===== src/rtl/map_pkg.sv =====
// Shared constants and types for the scratch-memory mapping table: lane geometry,
// write-settle timing and the table writer state encoding.
package map_pkg;

  localparam int ENTRIES     = 256;
  localparam int ENTRY_W     = 8;
  localparam int LANE_W      = 32;
  localparam int LANES       = 4;
  localparam int DATA_W      = LANE_W * LANES;
  localparam int ADDR_W      = 16;
  localparam int WT_IDLE     = 2;
  localparam int SC_LINES    = ENTRIES / LANES;

  // Counters are one bit wider than the index range so the terminal count is representable.
  localparam int ENTRY_CNT_W = $clog2(ENTRIES + 1);
  localparam int LINE_CNT_W  = $clog2(SC_LINES + 1);
  localparam int WAIT_W      = $clog2(WT_IDLE + 1);
  localparam int LANE_SEL_W  = $clog2(LANES);

  typedef enum logic [1:0] {
    ST_IDLE       = 2'd0,
    ST_COLLECT    = 2'd1,
    ST_WRITE_IDLE = 2'd2,
    ST_DONE       = 2'd3
  } wr_state_e;

  function automatic logic [LANE_W-1:0] lane_word(input logic [ENTRY_W-1:0] v);
    return {{(LANE_W - ENTRY_W){1'b0}}, v};
  endfunction

endpackage


===== src/rtl/sc_lane_packer.sv =====
// Four-lane line buffer: loads one entry into the selected 32-bit lane and exposes the
// line with the incoming entry already merged, so the last lane can be written directly.
module sc_lane_packer
  import map_pkg::*;
(
  input  logic                  clk,
  input  logic                  reset,
  input  logic                  clr,
  input  logic                  load,
  input  logic [LANE_SEL_W-1:0] lane_sel,
  input  logic [ENTRY_W-1:0]    din,
  output logic [DATA_W-1:0]     line_merged
);

  genvar gi;
  generate
    for (gi = 0; gi < LANES; gi++) begin : g_lane
      localparam logic [LANE_SEL_W-1:0] LANE_ID = LANE_SEL_W'(gi);

      logic [LANE_W-1:0] lane_q;
      logic [LANE_W-1:0] lane_d;
      logic              hit;

      assign hit = load && (lane_sel == LANE_ID);

      // Clear wins over load: the lane-3 accept both completes and empties the line.
      always_comb begin
        lane_d = lane_q;
        if (clr) begin
          lane_d = '0;
        end else if (hit) begin
          lane_d = lane_word(din);
        end
      end

      always_ff @(posedge clk) begin
        if (reset) begin
          lane_q <= '0;
        end else begin
          lane_q <= lane_d;
        end
      end

      assign line_merged[gi*LANE_W +: LANE_W] = hit ? lane_word(din) : lane_q;
    end
  endgenerate

endmodule


===== src/rtl/sc_map_table_writer.sv =====
// Collects 256 mapped values, packs them four per line and writes scratch lines 0..63,
// then pulses div_sc_mem_wt_done to release the mapping controller.
module sc_map_table_writer
  import map_pkg::*;
(
  input  logic               clk,
  input  logic               reset,
  input  logic               start,
  input  logic               in_valid,
  input  logic [ENTRY_W-1:0] in_data,
  output logic               in_ready,
  output logic [DATA_W-1:0]  sc_mem_wt_data,
  output logic [ADDR_W-1:0]  sc_mem_wt_addr,
  output logic               sc_mem_wt_en,
  output logic               div_sc_mem_wt_done,
  output logic               busy
);

  wr_state_e               state_q, state_d;
  logic [ENTRY_CNT_W-1:0]  entry_cnt_q, entry_cnt_d;
  logic [LINE_CNT_W-1:0]   line_cnt_q, line_cnt_d;
  logic [WAIT_W-1:0]       wait_cnt_q, wait_cnt_d;
  logic [DATA_W-1:0]       wt_data_q, wt_data_d;
  logic [ADDR_W-1:0]       wt_addr_q, wt_addr_d;
  logic                    wt_en_q, wt_en_d;
  logic                    done_q, done_d;
  logic                    busy_q, busy_d;

  logic                    accept;
  logic                    last_lane;
  logic                    pk_clr;
  logic [DATA_W-1:0]       pk_line;

  assign in_ready  = (state_q == ST_COLLECT);
  assign accept    = in_valid && in_ready;
  assign last_lane = (entry_cnt_q[LANE_SEL_W-1:0] == LANE_SEL_W'(LANES - 1));

  sc_lane_packer u_packer (
    .clk         (clk),
    .reset       (reset),
    .clr         (pk_clr),
    .load        (accept),
    .lane_sel    (entry_cnt_q[LANE_SEL_W-1:0]),
    .din         (in_data),
    .line_merged (pk_line)
  );

  always_comb begin
    state_d     = state_q;
    entry_cnt_d = entry_cnt_q;
    line_cnt_d  = line_cnt_q;
    wait_cnt_d  = wait_cnt_q;
    wt_data_d   = wt_data_q;
    wt_addr_d   = wt_addr_q;
    wt_en_d     = 1'b0;
    done_d      = 1'b0;
    busy_d      = busy_q;
    pk_clr      = 1'b0;

    case (state_q)
      ST_IDLE: begin
        if (start) begin
          state_d     = ST_COLLECT;
          busy_d      = 1'b1;
          entry_cnt_d = '0;
          line_cnt_d  = '0;
          wait_cnt_d  = '0;
          pk_clr      = 1'b1;
        end
      end

      ST_COLLECT: begin
        if (accept) begin
          entry_cnt_d = entry_cnt_q + 1'b1;
          if (last_lane) begin
            wt_data_d  = pk_line;
            wt_addr_d  = {{(ADDR_W - LINE_CNT_W){1'b0}}, line_cnt_q};
            wt_en_d    = 1'b1;
            line_cnt_d = line_cnt_q + 1'b1;
            wait_cnt_d = '0;
            pk_clr     = 1'b1;
            state_d    = ST_WRITE_IDLE;
          end
        end
      end

      // Write cycle plus WT_IDLE settle cycles; address and data hold throughout.
      ST_WRITE_IDLE: begin
        if (wait_cnt_q == WAIT_W'(WT_IDLE)) begin
          if (line_cnt_q == LINE_CNT_W'(SC_LINES)) begin
            state_d = ST_DONE;
            done_d  = 1'b1;
          end else begin
            state_d = ST_COLLECT;
          end
        end else begin
          wait_cnt_d = wait_cnt_q + 1'b1;
        end
      end

      ST_DONE: begin
        state_d = ST_IDLE;
        busy_d  = 1'b0;
      end

      default: begin
        state_d = ST_IDLE;
        busy_d  = 1'b0;
      end
    endcase
  end

  always_ff @(posedge clk) begin
    if (reset) begin
      state_q     <= ST_IDLE;
      entry_cnt_q <= '0;
      line_cnt_q  <= '0;
      wait_cnt_q  <= '0;
      wt_data_q   <= '0;
      wt_addr_q   <= '0;
      wt_en_q     <= 1'b0;
      done_q      <= 1'b0;
      busy_q      <= 1'b0;
    end else begin
      state_q     <= state_d;
      entry_cnt_q <= entry_cnt_d;
      line_cnt_q  <= line_cnt_d;
      wait_cnt_q  <= wait_cnt_d;
      wt_data_q   <= wt_data_d;
      wt_addr_q   <= wt_addr_d;
      wt_en_q     <= wt_en_d;
      done_q      <= done_d;
      busy_q      <= busy_d;
    end
  end

  assign sc_mem_wt_data     = wt_data_q;
  assign sc_mem_wt_addr     = wt_addr_q;
  assign sc_mem_wt_en       = wt_en_q;
  assign div_sc_mem_wt_done = done_q;
  assign busy               = busy_q;

endmodule


===== config.mk =====
export PLATFORM = sky130hd
export DESIGN_NAME = sc_map_table_writer
export DESIGN_NICKNAME = d
export VERILOG_FILES = /design/src/rtl/map_pkg.sv /design/src/rtl/sc_lane_packer.sv /design/src/rtl/sc_map_table_writer.sv
export SDC_FILE = /design/constraint.sdc
export NUM_CORES = 1
export LEC_CHECK = 0
export BUFFER_PORTS_ARGS = -buffer_cell sky130_fd_sc_hd__buf_4
export CAP_MARGIN = 20
export CELL_PAD_IN_SITES_DETAIL_PLACEMENT = 0
export CELL_PAD_IN_SITES_GLOBAL_PLACEMENT = 1
export CORE_ASPECT_RATIO = 1.4
export CORE_UTILIZATION = 35
export CTS_CLUSTER_DIAMETER = 30
export DETAILED_ROUTE_END_ITERATION = 8
export PLACE_DENSITY = 0.78
export RECOVER_POWER = 50
export SYNTH_ARGS = -nofsm -noshare
export SYNTH_HDL_FRONTEND = slang
export SYNTH_SLANG_ARGS = --single-unit

===== constraint.sdc =====
create_clock -name clk -period 4.7 [get_ports clk]
set_input_delay 1.175 -clock clk [delete_from_list [all_inputs] [get_ports clk]]
set_output_delay 1.175 -clock clk [all_outputs]
set_load 0.005 [all_outputs]

==> results of run 1 <==
==> state kept, by name, indices dropped and copies added (netlist names) <==
name / count
state_q: 2
entry_cnt_q: 2
sc_mem_wt_addr: 7
line_cnt_q: 7
sc_mem_wt_en: 1
wait_cnt_q: 2
sc_mem_wt_data: 128
u_packer.g_lane.lane_q: 96
div_sc_mem_wt_done: 1
busy: 1
==> power groups by stage <==
stage / logic [mW] / registers [mW] / clock network (mW)
after floorplan: 0.0746 / 2.15 / 0
after global placement: 0.0940 / 2.15 / 0
after detailed placement: 0.0949 / 2.15 / 0
after CTS: 0.0955 / 2.10 / 2.91
after global routing: 0.104 / 2.10 / 3.01
final: 0.0927 / 2.11 / 2.85
==> worst max-delay path: cells and delay by family <==
kind | cells | cell delay [ns]
AND/OR/NAND/NOR | 2 | 1.10
AO/OA/AOI/OAI | 1 | 0.18
buffers and inverters | 2 | 1.46
==> kinds of logic (layout without fill, tap and decap cells) <==
| kind of cell | Yosys count | in the layout | share of synthesized area (%) |
|---|---|---|---|
| compound gates | 132 | 132 | 8.882 |
| fa+ha+maj | 7 | 7 | 1.045 |
| buf+inv | 92 | 234 | 5.448 |
| flops | 247 | 247 | 58.99 |
| mux | 29 | 29 | 3.538 |
| other cells | 1 | 9 | 0.04474 |
| simple gates | 368 | 368 | 22.05 |
==> through the flow <==
step	utilization (%)	hold slack, ns
after global routing	46.05	0.4679
after detailed placement	40.90	0.4453
after floorplan	-	0.4391
after global placement	40.90	0.4427
final	46.05	0.4517
after CTS	46.51	0.4540
==> synthesized netlist by cell type (7+ instances only) <==
library cell and number:
ha_1 7, buf_4 12, nand3_1 79, and3_1 72
buf_2 32, a21oi_1 95, nand2_1 106, and2_1 24
nor2_1 53, a211oi_1 28, clkbuf_1 35, dfxtp_1 247
mux2i_1 24
==> cell type report <==
type,instances,area share (%)
clock inverter,24,2.964
tap,306,3.557
sequential,247,45.94
clock buffer,44,9.219
timing repair buffer,160,10.14
inverter,6,0.2093
multi-input combinational,545,27.97
==> final timing paths <==
kind	from	to	cells past startpoint
min reg2reg	sc_mem_wt_data[40]$_SDFFE_PP0P_	sc_mem_wt_data[40]$_SDFFE_PP0P_	2
min	sc_mem_wt_data[40]$_SDFFE_PP0P_	sc_mem_wt_data[40]$_SDFFE_PP0P_	2
max reg2reg	state_q[0]$_SDFFE_PP0P_	sc_mem_wt_data[60]$_SDFFE_PP0P_	4
max	in_valid	sc_mem_wt_data[60]$_SDFFE_PP0P_	5
==> layer usage <==
metal | wire length, um | share of wire, %
met5 | 0 | 0
met4 | 454 | 2.5
met3 | 1357 | 7.4
met2 | 8250 | 45
met1 | 8325 | 45
==> out/metrics.yaml, run 1 <==
yosys:
  ys_types: 40
  yosysSeqAreaShare_pct: 58.99
  yosys.area.top_type_share_pct: 58.99
  synth_warnings: 0
  async_flop_share_pct: 0
  syn-cell-area_um2: 8382
  synth_edf_count: 0
  synth_ff_type: "dfxtp_1"
  syn_inst: 876
  synth_area_per_cell_um2: 9.568
  synth.area.top_cells: "dfxtp_1 59%, a21oi_1 5.7%, and3_1 5.4%"
  ys_ff_latch: 247
  synth_area_leader_cell: "dfxtp_1"
routing:
  post-route-drc-count: 0
  vias: 6330
  wl_mm: 18.39
  drtAntennaViolNets: 0
  drt_first_pass_iters: 5
  drt_iter0_markers: 400
  wl_per_cell_um: 13.80
  vias_per_cell: 4.752
final_layout:
  num-fill-cells: 2260
  fin_nets: 1016
  stdcell_count: 1332
  multi_input_area_um2: 3010
  antennaDiodeCount: 0
  final_area_um2: 10760
  area_growth_pct: 28.41
  drive_above_1_share_pct: 19.88
  final_common_cell: "dfxtp_1"
  final_cell_mix: "247 x dfxtp_1, 113 x clkbuf_4, 106 x nand2_1"
  final-seq-area_um2: 4945
timing:
  drv_slew: 36
  worstMarginPinSlew_ns: 1.521
  fin_tns_setup_ns: 0
  finalHoldViolations: 0
  fmax_mhz: 285.2
  fin_crit_sh_pct: 74.59
  fin_ws_ns: 1.194
  skew_ns: 0.01190
  rsz0062_at_grt: "false"
  min_period_ns: 3.506
  relSlewSlack_pct: -1.397
  setup_viol: 0
pwr:
  p_clk_share_pct: 56.4
  finalPower_mw: 5.045
  leakage_nw: 4.441
  pwr-share-comb_pct: 1.8
  irDropWorstVdd_mv: 0.2512
  swShare_pct: 21.82
  p_sw_mw: 1.101
  internal-power_mw: 3.944
  powerDensity_nw_per_um2: 468.7
  seq_power_share_pct: 41.7
floorplanning:
  die-area_um2: 24580
  die_h_um: 185.1
  die_w_um: 132.8
  pin_count: 160
  start_util_pct: 35.87
  num_rows: 66
  core-area_um2: 23370
run_status:
  outcome: "finished with violations"
  violations: "max-capacitance violations, max-slew violations"
critical_path:
  worstPathCellList: "clkbuf_1 -> and4b_1 -> clkbuf_1 -> nand3_1 -> a21oi_1"
  cp-end-kind: "flip-flop"
  path_common_cell: "clkbuf_1"
  cp.arrival_ns: 3.94
  cpPeakStageDelay_ns: 1.17
  rrSetupSlack_ns: 1.50
  cp.required_ns: 5.13
  slowest_stage: "clkbuf_1"
  start_kind: "input pin"
  critical_path.max_fanout: 35
  path_class: "in2reg"
global_routing:
  grt-ovfl-total: 0
  gr-usage-met3_pct: 5.008
  grt_pass1_vias: 5888
  antenna_found_initial: 0
  busiest_layer: "met2"
  grt_pass1_wl_mm: 29.86
  grt_util_met2_pct: 23.25
  grtUsageMet1_pct: 18.61
  grt_start_max_net_pins: 85
  grt_usage_pct: 14.84
placed_design:
  place_inst: 1263
  dpl.hpwl_mm: 11.09
  port_buffers: 150
  place_area_um2: 9558
  pre_cts_ws_ns: 1.460
  gp_congestion: 0.7433
clock_network:
  htree_levels: 2
  numCtsBuffers: 37
  clockRootBuffer: "clkbuf_16"
  clkTransAtPathRegs_ns: 0.05
  post-cts-setup-buffer-count: 0
  cts.sinks: 247
  postCtsResizedCells: 0
  cts_tree: "done"
  clock_path_buffers: 3
  insertion_delay_ns: 0.51
  hold_buffers: 0
min_path:
  hold_class: "reg2reg"
run:
  drv_cap: 1
Power figures use the tool's default switching activity.
==> run 2: changes to the inputs <==
PLACE_DENSITY = 0.81   (was 0.78)
clock period = 3.2 ns   (was 4.7 ns; I/O delays follow)
==> out/metrics.yaml, run 2 (same netlist as run 1, synthesis figures left out) <==
final_layout:
  largest_reg_flops: 128  # unchanged
  final_cell_mix: "247 x dfxtp_1, 116 x clkbuf_4, 106 x nand2_1"  # was 247 x dfxtp_1, 113 x clkbuf_4, 106 x nand2_1
  final_area_um2: 10840  # was 10760 um2
  antennaDiodeCount: 0  # unchanged
  drive_above_1_share_pct: 20.97  # was 19.88%
  num-fill-cells: 2234  # was 2260
  fin_nets: 1023  # was 1016
  final_common_cell: "dfxtp_1"  # unchanged
  postLayoutCoreUtil_pct: 46.36  # was 46.05%
  area_growth_pct: 29.27  # was 28.41%
timing:
  setup_viol: 0  # unchanged
  fmax_mhz: 385.3
  min_period_ns: 2.596
  drv_slew: 0  # was 36
  finalHoldViolations: 0  # unchanged
  skew_ns: 0.01490  # was 0.01190 ns
  fin_tns_setup_ns: 0  # unchanged
  rsz0062_at_grt: "false"  # unchanged
  worstMarginPinSlew_ns: 1.235  # was 1.521 ns
  relSlewSlack_pct: 17.64  # was -1.397%
  fin_crit_sh_pct: 81.11
critical_path:
  start_kind: "flip-flop"  # was input pin
  cpPeakStageDelay_ns: 1.04  # was 1.17 ns
  path_class: "reg2reg"  # was in2reg
  cp.required_ns: 3.59  # was 5.13 ns
  worstPathCellList: "and4b_2 -> clkbuf_2 -> nor2_1 -> a211oi_1"  # was clkbuf_1 -> and4b_1 -> clkbuf_1 -> nand3_1 -> a21oi_1
  cp-end-kind: "flip-flop"  # unchanged
  cp.arrival_ns: 2.99  # was 3.94 ns
  critical_path.max_fanout: 48  # was 35
  slowest_stage: "and4b_2"  # was clkbuf_1
global_routing:
  antenna_found_initial: 0  # unchanged
  grt_usage_pct: 15.15  # was 14.84%
  grt_pass1_wl_mm: 30.37  # was 29.86 mm
  grt-ovfl-total: 0  # unchanged
  grt_pass1_vias: 5980  # was 5888
  grt_start_max_net_pins: 57  # was 85
pwr:
  leakage_nw: 4.503  # was 4.441 nW
  irDropWorstVdd_mv: 0.4055  # was 0.2512 mV
  powerDensity_nw_per_um2: 682.1  # was 468.7 nW/um2
clock_network:
  post-cts-setup-buffer-count: 0  # unchanged
  insertion_delay_ns: 0.50  # was 0.51 ns
  cts.sinks: 247  # unchanged
  numCtsBuffers: 38  # was 37
  clock_path_buffers: 3  # unchanged
  clockRootBuffer: "clkbuf_16"  # unchanged
  postCtsResizedCells: 0  # unchanged
  cts_tree: "done"  # unchanged
  htree_levels: 2  # unchanged
  hold_buffers: 0  # unchanged
  clkTransAtPathRegs_ns: 0.06  # was 0.05 ns
placed_design:
  gp_congestion: 0.6989  # was 0.7433
  port_buffers: 150  # unchanged
  place_area_um2: 9623  # was 9558 um2
  dpl.hpwl_mm: 11.27  # was 11.09 mm
floorplanning:
  core-area_um2: 23370  # unchanged
  pin_count: 160  # unchanged
  start_util_pct: 35.87  # unchanged
  num_rows: 66  # unchanged
  die_h_um: 185.1  # unchanged
  die-area_um2: 24580  # unchanged
  die_w_um: 132.8  # unchanged
routing:
  vias: 6342  # was 6330
  drt_iter0_markers: 367  # was 400
  drt_first_pass_iters: 4  # was 5
  wl_mm: 18.62  # was 18.39 mm
  wl_per_cell_um: 13.94  # was 13.80 um
  post-route-drc-count: 0  # unchanged
  vias_per_cell: 4.747  # was 4.752
  drtAntennaViolNets: 0  # unchanged
run:
  drv_cap: 0  # was 1
run_status:
  outcome: "complete, no violations"  # was finished with violations
min_path:
  hold_class: "reg2reg"  # unchanged
-- run 2: layout make-up --
class | instances | area [um2] | share of cell area (%)
clock buffer | 45 | 1049 | 9.677
clock inverter | 21 | 265.3 | 2.448
inverter | 6 | 22.52 | 0.2079
multi-input combinational | 545 | 3012 | 27.79
sequential | 247 | 4945 | 45.64
tap | 306 | 382.9 | 3.533
timing repair buffer | 166 | 1160 | 10.70
-- run 2: per-stage QoR --
| stage | setup slack, ns | total power [mW] | cells | hold slack [ns] |
|---|---|---|---|---|
| final | 0.6045 | 7.391 | 1336 | 0.4504 |
| after global routing | 0.3729 | 7.655 | 1336 | 0.4677 |
| after CTS | 0.7995 | 7.501 | 1336 | 0.4542 |
| after detailed placement | 0.7255 | 3.304 | 1270 | 0.4453 |
| after global placement | 0.7680 | 3.303 | 1270 | 0.4438 |
| after floorplan | 1.128 | 3.264 | 884 | 0.4391 |
-- run 2: report_power, final --
group	total, mW	switching, mW	internal (mW)
Clock	4.16	1.46	2.70
Combinational	0.141	0.105	0.0360
Sequential	3.09	0.00815	3.09
Total	7.39	1.57	5.82
-- run 2: path summary, 6_finish.rpt --
check                                                      from                               to  slack, ns  cells after the start
worst max-delay path                    state_q[0]$_SDFFE_PP0P_  sc_mem_wt_data[36]$_SDFFE_PP0P_       0.60                      4
worst min-delay path            sc_mem_wt_data[47]$_SDFFE_PP0P_  sc_mem_wt_data[47]$_SDFFE_PP0P_       0.45                      2
worst max register to register          state_q[0]$_SDFFE_PP0P_  sc_mem_wt_data[36]$_SDFFE_PP0P_       0.60                      4
worst min register to register  sc_mem_wt_data[47]$_SDFFE_PP0P_  sc_mem_wt_data[47]$_SDFFE_PP0P_       0.45                      2
-- run 2: critical path: cells and delay by family (launching register included) --
| family | cells | cell delay [ns] |
|---|---|---|
| compound gates | 1 | 0.23 |
| flops | 1 | 0.63 |
| buf+inv | 1 | 0.51 |
| simple gates | 2 | 1.12 |
-- run 2: per-layer routing --
layer	global-route usage, %	up-vias	part of all wire [%]
met3	4.050	33	6.0
met1	19.06	2918	44
met5	0	-	0
li1	-	3233	-
met2	24.67	158	47
met4	5.747	0	2.3
==> run 3: changes to the inputs <==
ABC_AREA = 1   (was unset)
PLACE_DENSITY = 0.79   (was 0.81)
clock period = 2.4 ns   (was 3.2 ns; I/O delays follow)
==> out/metrics.yaml, run 3 <==
run_status:
  outcome: "complete, no violations"  # unchanged
placed_design:
  gp_congestion: 0.7943  # was 0.6989
  pre_cts_ws_ns: 0.4138  # was 0.7255 ns
  place_inst: 1390  # was 1270
  dpl.hpwl_mm: 12.01  # was 11.27 mm
  port_buffers: 150  # unchanged
routing:
  wl_per_cell_um: 13.20  # was 13.94 um
  drt_first_pass_iters: 4  # unchanged
  drtAntennaViolNets: 0  # unchanged
  routed-wl-met3_um: 844  # was 1.119 mm
  maxUsedRoutingLayer: "met4"  # unchanged
  wl_mm: 19.41  # was 18.62 mm
  post-route-drc-count: 0  # unchanged
  vias_per_cell: 4.553  # was 4.747
  wl_met1_mm: 8.154  # was 8.257 mm
  vias: 6698  # was 6342
  drt_iter0_markers: 265  # was 367
  dr_wl_met2_mm: 10.00  # was 8.812 mm
yosys:
  yosysSeqAreaShare_pct: 57.91  # was 58.99%
  syn_inst: 984  # was 876
  syn-cell-area_um2: 8538  # was 8382 um2
  synth.area.top_cells: "dfxtp_1 58%, nand2_1 8.1%, a21oi_1 6.0%"  # was dfxtp_1 59%, a21oi_1 5.7%, and3_1 5.4%
  synth_warnings: 0  # unchanged
  yosys.area.top_type_share_pct: 57.91  # was 58.99%
  synth_area_per_cell_um2: 8.677  # was 9.568 um2
  synth_edf_count: 0  # unchanged
  synth_area_leader_cell: "dfxtp_1"  # unchanged
  ys_ff_latch: 247  # unchanged
  async_flop_share_pct: 0  # unchanged
  synth_common_cells: "247 x dfxtp_1, 185 x nand2_1, 102 x a21oi_1"  # was 247 x dfxtp_1, 106 x nand2_1, 95 x a21oi_1
  synth_ff_type: "dfxtp_1"  # unchanged
  ys_types: 27  # was 40
  yosysMostFrequentCell: "dfxtp_1"  # unchanged
timing:
  rsz0062_at_grt: "false"  # unchanged
  relSlewSlack_pct: 62.57  # was 17.64%
  worstMarginPinSlew_ns: 0.5606  # was 1.235 ns
  drv_slew: 0  # unchanged
  skew_ns: 0.01676  # was 0.01490 ns
  setup_viol: 0  # unchanged
  fmax_mhz: 478.3
  fin_hold_ws_ns: 0.4008  # was 0.4504 ns
  fin_ws_ns: 0.3091  # was 0.6045 ns
  min_period_ns: 2.091
  fin_crit_sh_pct: 87.12
  finalHoldViolations: 0  # unchanged
  fin_tns_setup_ns: 0  # unchanged
global_routing:
  grt-ovfl-total: 0  # unchanged
  antenna_found_initial: 0  # unchanged
  grt_pass1_vias: 6413  # was 5980
  grt_usage_pct: 15.93  # was 15.15%
  grt_pass1_wl_mm: 32.33  # was 30.37 mm
  grt_start_max_net_pins: 82  # was 57
final_layout:
  drive_above_1_share_pct: 20.50  # was 20.97%
  final_common_cell: "dfxtp_1"  # unchanged
  fin_nets: 1146  # was 1023
  antennaDiodeCount: 0  # unchanged
  stdcell_count: 1471  # was 1336
  final_cell_mix: "247 x dfxtp_1, 188 x nand2_1, 116 x clkbuf_4"  # was 247 x dfxtp_1, 116 x clkbuf_4, 106 x nand2_1
  largest_reg_flops: 128  # unchanged
  area_growth_pct: 30.55  # was 29.27%
clock_network:
  insertion_delay_ns: 0.51  # was 0.50 ns
  clock_path_buffers: 3  # unchanged
  post-cts-setup-buffer-count: 0  # unchanged
  hold_buffers: 0  # unchanged
  postCtsResizedCells: 0  # unchanged
  clkTransAtPathRegs_ns: 0.04  # was 0.06 ns
  htree_levels: 2  # unchanged
  cts_tree: "done"  # unchanged
  clockRootBuffer: "clkbuf_16"  # unchanged
  cts.sinks: 247  # unchanged
  numCtsBuffers: 45  # was 38
critical_path:
  ff2ff_path_depth: 7  # was 4
  cp.required_ns: 1.80  # was 3.59 ns
  cp-end-kind: "output port"  # was flip-flop
  cp.arrival_ns: 1.49  # was 2.99 ns
  start_kind: "flip-flop"  # unchanged
  critical_path.max_fanout: 6  # was 48
  path_class: "reg2out"  # was reg2reg
pwr:
  finalPower_mw: 10.51  # was 7.391 mW
  powerDensity_nw_per_um2: 942.6  # was 682.1 nW/um2
  irDropWorstVdd_mv: 0.5020  # was 0.4055 mV
  leakage_nw: 4.801  # was 4.503 nW
floorplanning:
  num_rows: 67  # was 66
  start_util_pct: 35.61  # was 35.87%
  die_h_um: 186.8  # was 185.1 um
  die_w_um: 134.0  # was 132.8 um
  pin_count: 160  # unchanged
  core-area_um2: 23980  # was 23370 um2
  die-area_um2: 25030  # was 24580 um2
min_path:
  hold_class: "in2reg"  # was reg2reg
  hold_depth: 3  # was 2
run:
  drv_cap: 0  # unchanged
## run 3: cell types whose count changed in the layout (fill, tap and decap cells not counted), sizes merged, moves of 28 or more
| cell | previous run | this run |
|---|---|---|
| a211oi | 28 | 0 |
| and3 | 72 | 0 |
| inv | 14 | 81 |
| nand2 | 106 | 189 |
| nor2 | 53 | 100 |
| o21ai | 4 | 83 |
## run 3: through the flow
| step | utilization, % | cell area, um2 |
|---|---|---|
| after detailed placement | 40.94 | 9814 |
| after floorplan | - | 8568 |
| after global placement | 40.94 | 9814 |
| after global routing | 46.49 | 11150 |
| final | 46.49 | 11150 |
| after CTS | 47.03 | 11280 |
## run 3: worst paths after layout
kind,startpoint,endpoint,slack [ns]
worst min register to register,u_packer.g_lane[0].lane_q[11]$_SDFF_PP0_,u_packer.g_lane[0].lane_q[11]$_SDFF_PP0_,0.45
worst max-delay path,state_q[0]$_SDFFE_PP0P_,in_ready,0.31
worst min-delay path,in_data[5],sc_mem_wt_data[101]$_SDFFE_PP0P_,0.40
worst max register to register,state_q[1]$_SDFFE_PP0P_,u_packer.g_lane[2].lane_q[10]$_SDFF_PP0_,0.48
## run 3: logic make-up after synthesis
kind of cell	share of synthesized area [%]
buffers and inverters	8.514
AO/OA/AOI/OAI	14.76
AND/OR/NAND/NOR	17.75
adder cells (fa/ha/maj)	1.026
flip-flops	57.91
other	0.04392
## run 3: area by class of cell
class                      instances  area (um2)
clock buffer                      58        1255
multi-input combinational        597        2850
inverter                          75       289.0
clock inverter                    23       206.4
fill                            2423       12830
timing repair buffer             161        1214
tap                              310       387.9
sequential                       247        4945
## run 3: routing by layer
| layer | up-vias | GRT usage (%) |
|---|---|---|
| li1 | 3470 | - |
| met5 | - | 0 |
| met2 | 133 | 28.04 |
| met4 | 0 | 5.857 |
| met3 | 35 | 3.396 |
| met1 | 3060 | 18.73 |
## run 3: worst max-delay path, cell delays in order (launching register included)
cell     delay [ns]
dfxtp_1        0.45
inv_1          0.17
nor2_4         0.22
buf_4          0.15
## run 3: where the power goes
| group | leakage (nW) | switching [mW] | internal [mW] |
|---|---|---|---|
| Clock | 0.720 | 2.05 | 3.91 |
| Sequential | 1.99 | 0.0193 | 4.14 |
| Combinational | 2.09 | 0.269 | 0.111 |
| Total | 4.80 | 2.34 | 8.17 |
